===== src/rtl/branch_resolve.sv =====
`default_nettype none
// branch_resolve: evaluates branch conditions on the ALU flags, redirects fetch,
// holds a multi-cycle flush and keeps saturating branch/taken counters.
module branch_resolve #(
  parameter int PC_W         = 16,
  parameter int FLUSH_CYCLES = 2
) (
  input  logic            clk,
  input  logic            rst,
  input  logic            br_valid,
  input  logic [2:0]      br_cond,
  input  logic [PC_W-1:0] br_pc_next,
  input  logic [8:0]      br_offset,
  input  logic            flag_N,
  input  logic            flag_Z,
  input  logic            flag_V,
  input  logic            flag_pending,
  output logic            br_ready,
  output logic            redirect,
  output logic [PC_W-1:0] redirect_pc,
  output logic            flush,
  output logic            prev_br_ctrl,
  output logic [15:0]     br_count,
  output logic [15:0]     taken_count
);

  typedef enum logic [1:0] {S_IDLE, S_WAIT, S_FLUSH} state_t;

  localparam logic [3:0]  FLUSH_LOAD = 4'(FLUSH_CYCLES);
  localparam logic [15:0] CNT_MAX    = 16'hFFFF;

  state_t          state_q;
  logic [3:0]      flush_cnt_q;
  logic            redirect_q;
  logic            flush_q;
  logic [PC_W-1:0] redirect_pc_q;
  logic [PC_W-1:0] redirect_pc_d;
  logic [15:0]     br_cnt_q;
  logic [15:0]     taken_cnt_q;
  logic            taken_d;

  always_comb begin
    taken_d = 1'b1;
    case (br_cond)
      3'b000:  taken_d = !flag_Z;
      3'b001:  taken_d = flag_Z;
      3'b010:  taken_d = !flag_Z && !flag_N;
      3'b011:  taken_d = flag_N;
      3'b100:  taken_d = flag_Z || !flag_N;
      3'b101:  taken_d = flag_N || flag_Z;
      3'b110:  taken_d = flag_V;
      default: taken_d = 1'b1;
    endcase
  end

  // Word offset is sign-extended and added modulo 2^PC_W.
  assign redirect_pc_d = br_pc_next + {{(PC_W-9){br_offset[8]}}, br_offset};

  // Held low during reset so no branch appears accepted while state is being cleared.
  assign br_ready = !rst && (state_q != S_FLUSH) && br_valid && !flag_pending;

  always_ff @(posedge clk) begin
    if (rst) begin
      state_q       <= S_IDLE;
      flush_cnt_q   <= 4'd0;
      redirect_q    <= 1'b0;
      flush_q       <= 1'b0;
      redirect_pc_q <= '0;
      br_cnt_q      <= 16'd0;
      taken_cnt_q   <= 16'd0;
    end else begin
      redirect_q <= 1'b0;
      case (state_q)
        S_IDLE, S_WAIT: begin
          if (br_valid && flag_pending) begin
            state_q <= S_WAIT;
          end else if (br_valid) begin
            if (br_cnt_q != CNT_MAX) br_cnt_q <= br_cnt_q + 16'd1;
            if (taken_d) begin
              if (taken_cnt_q != CNT_MAX) taken_cnt_q <= taken_cnt_q + 16'd1;
              redirect_pc_q <= redirect_pc_d;
              redirect_q    <= 1'b1;
              flush_q       <= 1'b1;
              flush_cnt_q   <= FLUSH_LOAD;
              state_q       <= S_FLUSH;
            end else begin
              state_q <= S_IDLE;
            end
          end else begin
            state_q <= S_IDLE;
          end
        end
        S_FLUSH: begin
          // Counter value 1 marks the last flush cycle.
          if (flush_cnt_q <= 4'd1) begin
            flush_cnt_q <= 4'd0;
            flush_q     <= 1'b0;
            state_q     <= S_IDLE;
          end else begin
            flush_cnt_q <= flush_cnt_q - 4'd1;
          end
        end
        default: begin
          flush_q <= 1'b0;
          state_q <= S_IDLE;
        end
      endcase
    end
  end

  assign redirect     = redirect_q;
  assign redirect_pc  = redirect_pc_q;
  assign flush        = flush_q;
  assign prev_br_ctrl = flush_q;
  assign br_count     = br_cnt_q;
  assign taken_count  = taken_cnt_q;

endmodule
`default_nettype wire


===== config.mk =====
export PLATFORM = sky130hd
export DESIGN_NAME = branch_resolve
export DESIGN_NICKNAME = d
export VERILOG_FILES = /design/src/rtl/branch_resolve.sv
export SDC_FILE = /design/constraint.sdc
export NUM_CORES = 1
export LEC_CHECK = 0
export CAP_MARGIN = 40
export CORE_UTILIZATION = 52
export DETAILED_ROUTE_END_ITERATION = 16
export PLACE_DENSITY = 0.85
export SYNTH_ARGS = -nofsm -noshare
export SYNTH_HDL_FRONTEND = slang
export SYNTH_SLANG_ARGS = --single-unit

===== constraint.sdc =====
create_clock -name clk -period 5.07 [get_ports clk]
set_input_delay 1.014 -clock clk [delete_from_list [all_inputs] [get_ports clk]]
set_output_delay 1.014 -clock clk [all_outputs]
set_load 0.03 [all_outputs]

# Yosys cells after proc, flatten, opt, wreduce, memory -nomap -nowiden
# Index checks and enable logic that the tools add are counted.
dict set report op_classes {
  addsub 4
  magnitude_cmp 1
  eq_ne 15
  mux 17
  bitwise_logic 3
  n_reduce_logical 21
}
# cell n
set op_table {}
lappend op_table {{adder 16 x 1 -> 16 bit (second input constant)} 2}
lappend op_table {{!= test 16 bit (second input constant)} 2}
lappend op_table {{adder 16 bit} 1}
lappend op_table {{two-way mux 4 bit} 4}
lappend op_table {{AND reduction 4 bit} 4}
lappend op_table {{!= test 2 bit (second input constant)} 5}
lappend op_table {{== test 3 bit (second input constant)} 3}
lappend op_table {{two-way mux 2 bit} 4}
lappend op_table {{one-hot mux 4 bit (2 select lines)} 1}
lappend op_table {{one-hot mux 1 bit (7 select lines)} 1}
lappend op_table {{== test 3 x 2 -> 1 bit (second input constant)} 2}
lappend op_table {{logical AND 1 bit} 5}
lappend op_table {{two-way mux 1 bit} 5}
lappend op_table {{AND reduction 5 bit} 1}
lappend op_table {{less-or-equal comparator 4 x 1 -> 1 bit (second input constant)} 1}
lappend op_table {{zero test 1 bit} 4}
lappend op_table {{one-hot mux 2 bit (2 select lines)} 1}
lappend op_table {{OR reduction 4 bit} 1}
lappend op_table {{subtractor 4 x 1 -> 4 bit (second input constant)} 1}
lappend op_table {{== test 3 x 1 -> 1 bit (second input constant)} 1}
lappend op_table {{zero test 3 bit} 1}
lappend op_table {{NOT 1 bit} 3}
lappend op_table {{== test 2 x 1 -> 1 bit (second input constant)} 1}
lappend op_table {{== test 2 bit (second input constant)} 1}
lappend op_table {{5 further kinds} 6}
dict set report totals {
  regBits 56
  out_inout_bits 52
  elab_cells 68
}

# Depth between registers and ports, before layout
# Gate-level depths: netlist (run 1).
dict set report logic_depth {
  depth_word 7
  ltp_mapped 8
}

# Least setup slack after synthesis (run 1)
# OpenSTA, ideal clock, no wires.
dict set report synth_path {
  kind {input-to-output}
  startpoint {input rst}
  endpoint {output br_ready}
  arrival_ns 2.269
  path_slack_ns 1.787
  path_stages 2
  cell_sequence {clkbuf_1 nor4b_1}
}
dict set report synth_via {
  elab_chain_len 4
}
# element line_no
set synth_rtl {}
lappend synth_rtl {{start, declared} 9} ;# input logic rst,
lappend synth_rtl {{zero test 1 bit} 60} ;# assign br_ready = !rst && (state_q != S_FLUSH) && br_valid && !flag_pending;
lappend synth_rtl {{logical AND 1 bit (3 in a row)} 60}
lappend synth_rtl {{end, declared} 18} ;# output logic br_ready,
# Every way passes these cells.

# Worst setup path after layout (run 1)
dict set report layout_path {
  startpoint {input br_cond[1]}
  endpoint {register redirect_pc_q[12] (netlist: redirect_pc[12])}
}
dict set report layout_via {
  elab_chain_len 3
  elab_cells_between_ends 9
}
# element line_no
set layout_rtl {}
lappend layout_rtl {{start, declared} 11} ;# input logic [2:0] br_cond,
lappend layout_rtl {{== test 3 bit (tied with other cells)} 44} ;# case (br_cond)
lappend layout_rtl {{one-hot mux 1 bit (7 select lines) *} 44}
lappend layout_rtl {{AND reduction 4 bit (no source line) *} -}
lappend layout_rtl {{end signal, assigned} 81} ;# redirect_pc_q <= redirect_pc_d;
lappend layout_rtl {{end, declared} 36} ;# logic [PC_W-1:0] redirect_pc_q;
# Every way passes the cells marked *; elsewhere a longest branch is shown, timed or not.
# A chain may end at the register's enable or synchronous reset.

==> results.md, run 1 <==
* Root buf cell: clkbuf_8
* CTS H-Tree Depth at 2
* Critical path's largest stage delay at 0.75 ns
* EDFF count, synth at 0
* Endpoints failing hold at 0
* Fraction of layout cells with a size suffix above 1 at 4.07%
* Avg Cell Area, Syn at around 8 um2
* Chip Width at 80.4 um
* Vias in the first global route at 2994
* Max Freq at roughly 280 MHz
* Initial Util at 54.0%
* Worst-Skew Late Latency at about 0.3 ns
* Total grt overflow at 0
* Clock buffer count from CTS at 5
* Routed via count at around 3100
* Sequential-to-total area share from yosys stat at roughly a third
* Crit path max-delay cell type: or3_1
* Synth warnings at 0
* Initial antenna violation count at 0
* CP cell instances: clkdlybuf4s50_1 > or3b_2 > a311oi_1 > or3_1 > buf_4 > nor4_1 > a31oi_1 > nand3_1
* Crit path max-delay family: simple AND/OR/NAND/NOR gates
* Antenna diode count at 0
* Row cnt at 28
* Crit Path Category: primary input to register
* Synthesized flop and latch total at 56
* PD cells at 228 nW/um2
* Top-count cell post-synth: dfxtp_1
* First-pass GRT wire length at 13.1 mm
* RSZ-0062 raised after global routing: no
* Outcome: complete, no violations
* Worst VDD drop at around 0.00017 V
* Vias per cell at 5.76
* Clock slew at reported path FFs at 0.10 ns
* Clock buffer depth at 2
* Drt first pass iters at 4
* Synth unique cells at 57
* Drt first-iter violations at 104
* Reg2reg path depth at 6
* Top FF cell, synth: dfxtp_1
* R2r startpoint: state_q[1]
* Synth top area cells: dfxtp_1 (35%), ha_1 (7.4%), nor2_1 (6.3%)
* Die area at between 6000 and 7000 um2
* Layout Nets at roughly 520
* Required @ worst endpoint at 5.27 ns
* Final setup margin at 1.56 ns
* Postcts setup bufs at 0
* Setup skew after layout at approximately 0.0073 ns
* Design area at about 4200 um2
* Worst setup path end: redirect_pc[12]
* Largest area contributor in the netlist: dfxtp_1
* Antenna-violating nets left at 0
* Ys async rst share at 0%
* Wirelength per Cell at between 10 and 15 um
* Crit Path Max Fanout at 27
* Leak at 1.50 nW
* Worst slew margin relative to its limit at 40.8%
* Cts hold-fix bufs at 0
* Crit. End Element: register
* Overall Global Routing Usage at 25.2%
* CTS tree: yes
* Non-filler cells, final at 542
* Setup violators final at 0
* I/O pin total at 87
* Class of the worst hold path: register to register
* Number of cells on the critical path at 8
* Startpoint Class: primary input
* Slew @ Worst Pin at approximately 0.89 ns
* Placed insts at 534
* Max Slew Vio Count at 0
* List of most frequent post-synthesis cells: dfxtp_1 (56), nor2_1 (54), nand2_1 (29), a21oi_1 (23), nand3_1 (22)
* Worst R2R Setup Slack at between 2 and 3 ns
* Area grow syn2layout at 31.5%
* HPWL after DPL at 5.63 mm
* TritonCTS Sinks at 56
* Die H at between 80 and 90 um
* Core area at 5920 um2
* Mapped Cells at 388
* CP Buf/Inv Count at 2
* Yosys top cell area share at 35.1%
* Post-cts resize count at 0
* Fin crit period at 3.51 ns
* Area after DPL at 4090 um2
* Post-route setup TNS at 0 ns
* Critical Path AT at 3.72 ns
* WL final at 7.55 mm
* RR Endpoint: redirect_pc[11]
* Final hold slack at ~0.46 ns
* DRC Markers at 0
* Cell Area, Synth at around 3200 um2
* DP Worst Slack at 1.24 ns
* Synth Net Count at approximately 440
* Final worst-path cycle share at 69.3%
* Largest net degree at the start of global routing at 59
* Crit. Startpoint: br_cond[1]
* Max Cap Viol at 0
* Port bufs at 86
* GP Congestion at roughly 0.90
[per-layer routing]
metal | GRT usage [%] | up-vias | share of wire [%]
met5 | 0 | - | 0
met4 | 8.04 | 0 | 1.5
met3 | 4.77 | 19 | 5.2
met2 | 43.6 | 90 | 49
met1 | 31.3 | 1452 | 45
li1 | - | 1561 | -
[how the worst min path moves through the flow]
stage               slack (ns)             end           start  cells after the start
floorplan                 0.44      state_q[0]      state_q[1]                      1
global placement          0.44  redirect_pc[6]  redirect_pc[6]                      2
finish                    0.46  redirect_pc[1]  redirect_pc[1]                      2
detailed placement        0.45  redirect_pc[1]  redirect_pc[1]                      2
global route              0.49  redirect_pc[1]  redirect_pc[1]                      2
CTS                       0.46  redirect_pc[1]  redirect_pc[1]                      2
[through the flow]
stage | total power, W | util, %
3_3_place_gp | 0.000675 | 69.1
5_1_grt | 0.00101 | 70.9
6_report | 0.000959 | 70.9
2_1_floorplan | 0.000602 | -
4_1_cts | 0.000963 | 70.9
3_5_place_dp | 0.000681 | 69.1
[sequential cells by signal, indices dropped and copies added (netlist names)]
name and cells:
taken_count 16, state_q 2, br_count 16, redirect 1, flush 1, flush_cnt_q 4
redirect_pc 16
[worst register-to-register path: stages, from the launching register on]
cell	delay, ns
dfxtp_1	0.35
or3b_4	0.44
or2_1	0.26
or3_1	0.68
buf_4	0.32
or3_1	0.30
o211ai_1	0.15
[logic make-up (layout without fill, tap and decap cells)]
group	count (synthesis)	count (layout)	share of synthesized area, %
flops	56	56	35.1
mux	2	2	0.627
buf+inv	26	105	3.37
simple gates	175	175	27.7
fa+ha+maj	20	20	8.07
compound gates	75	75	15.8
xor+xnor	34	34	9.32
[cells in the final DEF (no fill, tap or decap), types with 10 or more instances in the layout]
cell type,count
nor3_1,14
ha_1,19
dfxtp_1,56
xor2_1,15
clkdlybuf4s50_1,85
nand3_1,22
nand4_1,12
o21ai_0,10
xnor2_1,19
nor2_1,54
nand2_1,29
a21oi_1,23
[power by group]
group / total [W] / switching [W] / internal [W]
registers: 0.000462 / 0.00000947 / 0.000452
logic: 0.000211 / 0.000116 / 0.0000950
clock network: 0.000287 / 0.000140 / 0.000147
total: 0.000959 / 0.000265 / 0.000694
[cell type report]
class                   count  area, um2
multi-input cells         306       1970
fillers                   489       1720
flip-flops and latches     56       1120
repair buffers             90        886
well taps                  75       93.8
clock buffers               6       72.6
clock inverters             2       35.0
inverters                   7       26.3
Power figures use the tool's default switching activity.
==> run 2, diff against run 1 <==
- CORE_UTILIZATION: 52 -> 44
- PLACE_DENSITY: 0.85 -> 0.77
- clock period: 5.07 -> 3 ns (I/O delays scaled with it)
==> results.md, run 2 (same netlist as run 1, synthesis figures left out) <==
* First-pass GRT wire length at 12.0 mm
* Drt first-iter violations at 134
* Non-filler cells, final at slightly below 600
* Area after DPL at approximately 4200 um2
* Routed via count at 3123
* GP Congestion at between 0.8 and 0.9
* Crit. End Element: output pin
* Worst slew margin relative to its limit at 53.9%
* Crit Path Max Fanout at 3
* Hold Path Depth at 2
* RSZ-0062 raised after global routing: no
* Slew @ Worst Pin at 0.686 ns
* Overall Global Routing Usage at 19.6%
* Drt first pass iters at 4
* Most frequent cells in the layout: clkdlybuf4s50_1 (85), dfxtp_1 (56), nor2_1 (54)
* Port bufs at 86
* Fraction of layout cells with a size suffix above 1 at 7.07%
* Initial antenna violation count at 0
* Setup violators final at 0
* DRC Markers at 0
* Post-route setup TNS at 0 ns
* Max Cap Viol at 0
* Total grt overflow at 0
* Vias in the first global route at approximately 2800
* Final worst-path cycle share at 89.0%
* I/O pin total at 87
* Area grow syn2layout at 35.5%
* Layout Nets at around 540
* Die area at 7600 um2
* Chip Width at 87.2 um
* CTS tree: yes
* Crit path max-delay cell type: clkdlybuf4s50_1
* Setup skew after layout at between 0.009 and 0.01 ns
* Antenna diode count at 0
* Initial Util at 46.3%
* Worst-Skew Late Latency at 0.31 ns
* Commonest non-fill, non-tap cell in the layout: clkdlybuf4s50_1
* Antenna-violating nets left at 0
* Clock buffer count from CTS at 5
* Clock buffer depth at 2
* Max Slew Vio Count at 0
* Required @ worst endpoint at 2.40 ns
* TritonCTS Sinks at 56
* Startpoint Class: primary input
* Cell repeated most along the worst path: clkdlybuf4s50_1
* Die H at 87.2 um
* Root buf cell: clkbuf_8
* Final setup margin at approximately 0.33 ns
* Row cnt at 30
* Max Freq at approximately 370 MHz
* Critical Path AT at 2.07 ns
* HPWL after DPL at 5.71 mm
* CP cell instances: clkdlybuf4s50_1 > nor4b_1 > clkdlybuf4s50_1
* CTS H-Tree Depth at 2
* Worst VDD drop at 0.000205 V
* Design area at 4330 um2
* Largest net degree at the start of global routing at 59
* Vias per cell at about 5.4
* WL final at approximately 7.5 mm
* Reg2reg path depth at 7
* Outcome: complete, no violations
* Endpoints failing hold at 0
* Wirelength per Cell at about 13 um
* Filler cells at roughly 630
* Fin crit period at 2.67 ns
* Clock slew at reported path FFs at 0.11 ns
* PD cells at 365 nW/um2
* DP Worst Slack at -0.106 ns
* Leak at 1.57 nW
* Class of the worst hold path: register to register
* Placed insts at 569
* Critical path's largest stage delay at 0.72 ns
* Crit Path Category: primary input to output pin
* Core area at 6910 um2
[run 2: per-layer routing]
layer  GRT usage (%)  wire length [um]  vias to the layer above
met5               0                 0                        -
li1                -                 -                     1590
met4            4.47                93                        0
met2            35.0              3650                       73
met1            24.9              3510                     1445
met3            3.13               290                       15
[run 2: worst paths after layout]
check,start,end,slack [ns]
max,flag_pending,br_ready,0.33
min,redirect_pc[10],redirect_pc[10],0.47
max reg2reg,state_q[1],taken_count[10],0.81
min reg2reg,redirect_pc[10],redirect_pc[10],0.47
[run 2: layout make-up]
| type | instances | area (um2) | share of cell area (%) |
|---|---|---|---|
| repair buffers | 104 | 1000 | 23.2 |
| multi-input cells | 306 | 1970 | 45.4 |
| inverters | 7 | 26.3 | 0.607 |
| clock inverters | 3 | 22.5 | 0.520 |
| clock buffers | 5 | 68.8 | 1.59 |
| well taps | 96 | 120 | 2.78 |
| flip-flops and latches | 56 | 1120 | 25.9 |
[run 2: through the flow]
step / power, W / hold WS [ns] / utilization [%]
finish: 0.00158 / 0.470 / 62.7
global route: 0.00165 / 0.487 / 62.7
CTS: 0.00159 / 0.473 / 62.7
detailed placement: 0.00117 / 0.455 / 61.3
global placement: 0.00116 / 0.440 / 61.3
floorplan: 0.00102 / 0.436 / -
[run 2: report_power, final]
part | internal (W) | leakage, nW | switching, W
clock | 0.000168 | 0.0485 | 0.000254
combinational | 0.000177 | 1.07 | 0.000199
sequential | 0.000765 | 0.453 | 0.0000164
total | 0.00111 | 1.57 | 0.000470
[run 2: worst max-delay path: cells and delay by family]
kind                   cells  cell delay [ns]
buffers and inverters      2             1.17
AND/OR/NAND/NOR            1             0.31
[run 2: repair_timing]
item | CTS | global route
setup endpoints to repair | 0 | 1
hold buffers | 0 | 0
setup buffers | 0 | 0
resized for setup | 0 | 1
==> run 3, diff against run 2 <==
- CELL_PAD_IN_SITES_DETAIL_PLACEMENT: default -> 0
- CELL_PAD_IN_SITES_GLOBAL_PLACEMENT: default -> 1
- CORE_UTILIZATION: 44 -> 32
- PLACE_DENSITY: 0.77 -> default
- PLACE_DENSITY_LB_ADDON: default -> 0.1
==> results.md, run 3 (same netlist as run 1, synthesis figures left out) <==
* Clock buffer count from CTS at 5
* GP Congestion at 0.817
* Internal at 0.00111 W
* Area after DPL at 4310 um2
* Worst-Skew Late Latency at 0.31 ns
* WL final at roughly 8 mm
* Max Freq at about 360 MHz
* Crit path max-delay family: compound AO/OA/AOI/OAI gates
* Post-cts resize count at 0
* Drt first-iter violations at 84
* Vias in the first global route at roughly 2900
* Crit Path Category: primary input to register
* Largest net degree at the start of global routing at slightly below 60
* Initial antenna violation count at 0
* CTS H-Tree Depth at 2
* Chip Width at 102 um
* Routed via count at 3051
* Post-route setup TNS at 0 ns
* Crit. End Element: register
* Final Util at 45.2%
* Fraction of layout cells with a size suffix above 1 at between 6 and 7%
* Worst VDD drop at 0.000190 V
* CTS tree: yes
* Layout Nets at 534
* Total grt overflow at 0
* Die area at 10400 um2
* Clock power frac at 27.1%
* Outcome: complete, no violations
* Slew @ Worst Pin at about 0.75 ns
* Design area at 4400 um2
* Overall Global Routing Usage at 15.4%
* Core area at 9730 um2
* Clock slew at reported path FFs at 0.10 ns
* Footprint of the multi-input gates at ~2000 um2
* Class of the worst hold path: register to register
* Root buf cell: clkbuf_8
* Clock buffer depth at 2
* Flop pwr share at 49.0%
* Wirelength per Cell at roughly 13 um
* Most frequent cells in the layout: clkdlybuf4s50_1 (85), dfxtp_1 (56), nor2_1 (54)
* CP Buf/Inv Count at 2
* Crit path max-delay cell type: clkdlybuf4s50_1
* Required @ worst endpoint at approximately 3.2 ns
* Port bufs at 86
* Area grow syn2layout at 37.7%
* First-pass GRT wire length at 12.8 mm
* Row cnt at 36
* Switching power at about 0.00048 W
* Final Power at 0.00159 W
* Startpoint Class: primary input
* Antenna diode count at 0
* Vias per cell at 4.98
* TritonCTS Sinks at 56
* CP cell instances: clkdlybuf4s50_1 > ha_1 > a211oi_1 > nor2_1 > o311ai_0 > buf_4 > o21ai_0 > or3b_1 > a311oi_1
* Antenna-violating nets left at 0
* I/O pin total at 87
* Leak at 1.56 nW
* Sw Ratio at between 30 and 40%
* Fin crit period at 2.80 ns
* DRC Markers at 0
* Initial Util at between 30% and 40%
* RSZ-0062 raised after global routing: no
* Comb pwr share at 23.9%
* Critical path's largest stage delay at about 0.45 ns
* Setup skew after layout at 0.00819 ns
* Non-filler cells, final at 613
* Postcts setup bufs at 0
* Commonest non-fill, non-tap cell in the layout: clkdlybuf4s50_1
* Die H at 102 um
* Worst slew margin relative to its limit at between 40% and 50%
* Final worst-path cycle share at 93.4%
* Filler cells at 989
* Endpoints failing hold at 0
* PD cells at 362 nW/um2
* Max Slew Vio Count at 0
* Reg area at 1120 um2
* HPWL after DPL at 5.81 mm
* Max Cap Viol at 0
* Crit Path Max Fanout at 4
* Setup violators final at 0
* Placed insts at 605
* Critical Path AT at 3.02 ns
* Cts hold-fix bufs at 0
* Drt first pass iters at 4
-- run 3: changes by cell type in the layout (fill, tap and decap cells not counted) --
| cell | delta |
|---|---|
| buf_12 | +2 |
| buf_4 | -3 |
| clkinv_2 | -1 |
| clkinvlp_4 | +2 |
| inv_6 | -1 |
| nor3_2 | -1 |
| nor3_4 | +1 |
| o311ai_0 | +1 |
| o311ai_1 | -1 |
-- run 3: worst paths after layout --
check | depth (start not counted) | slack [ns] | endpoint | startpoint
setup / recovery | 9 | 0.20 | redirect_pc[15] | br_pc_next[1]
hold / removal | 2 | 0.47 | redirect_pc[6] | redirect_pc[6]
setup reg to reg | 7 | 0.79 | taken_count[10] | state_q[1]
hold reg to reg | 2 | 0.47 | redirect_pc[6] | redirect_pc[6]
-- run 3: per-stage QoR --
step | setup WS [ns] | hold slack [ns]
detailed placement | -0.0948 | 0.447
finish | 0.199 | 0.466
CTS | 0.239 | 0.466
global placement | -0.0936 | 0.441
global route | 0.0180 | 0.476
floorplan | 0.470 | 0.436
-- run 3: worst min-delay path, cell delays in order, from the launching register on --
cell and delay [ns]:
dfxtp_1 0.32, nand2_1 0.05, a21oi_1 0.05
-- run 3: power groups by stage --
| stage | Sequential, W | Combinational (W) | Clock [W] |
|---|---|---|---|
| floorplan | 0.000831 | 0.000187 | 0 |
| global placement | 0.000798 | 0.000381 | 0 |
| detailed placement | 0.000798 | 0.000382 | 0 |
| CTS | 0.000781 | 0.000384 | 0.000454 |
| global route | 0.000784 | 0.000419 | 0.000480 |
| finish | 0.000781 | 0.000380 | 0.000432 |
-- run 3: routing by layer --
metal / vias up / track usage (%) / routed length [um] / share of wire (%)
li1: 1582 / - / - / -
met1: 1411 / 19.3 / 3720 / 47
met2: 56 / 26.9 / 3760 / 48
met3: 2 / 3.42 / 323 / 4.1
met4: 0 / 3.30 / 38 / 0.48
met5: - / 0 / 0 / 0
-- run 3: layout make-up --
cell class              count  share of cell area (%)
multi-input cells         306                    44.8
clock inverters             3                   0.540
clock buffers               5                    1.56
flip-flops and latches     56                    25.5
well taps                 133                    3.78
inverters                   7                   0.597
repair buffers            103                    23.2
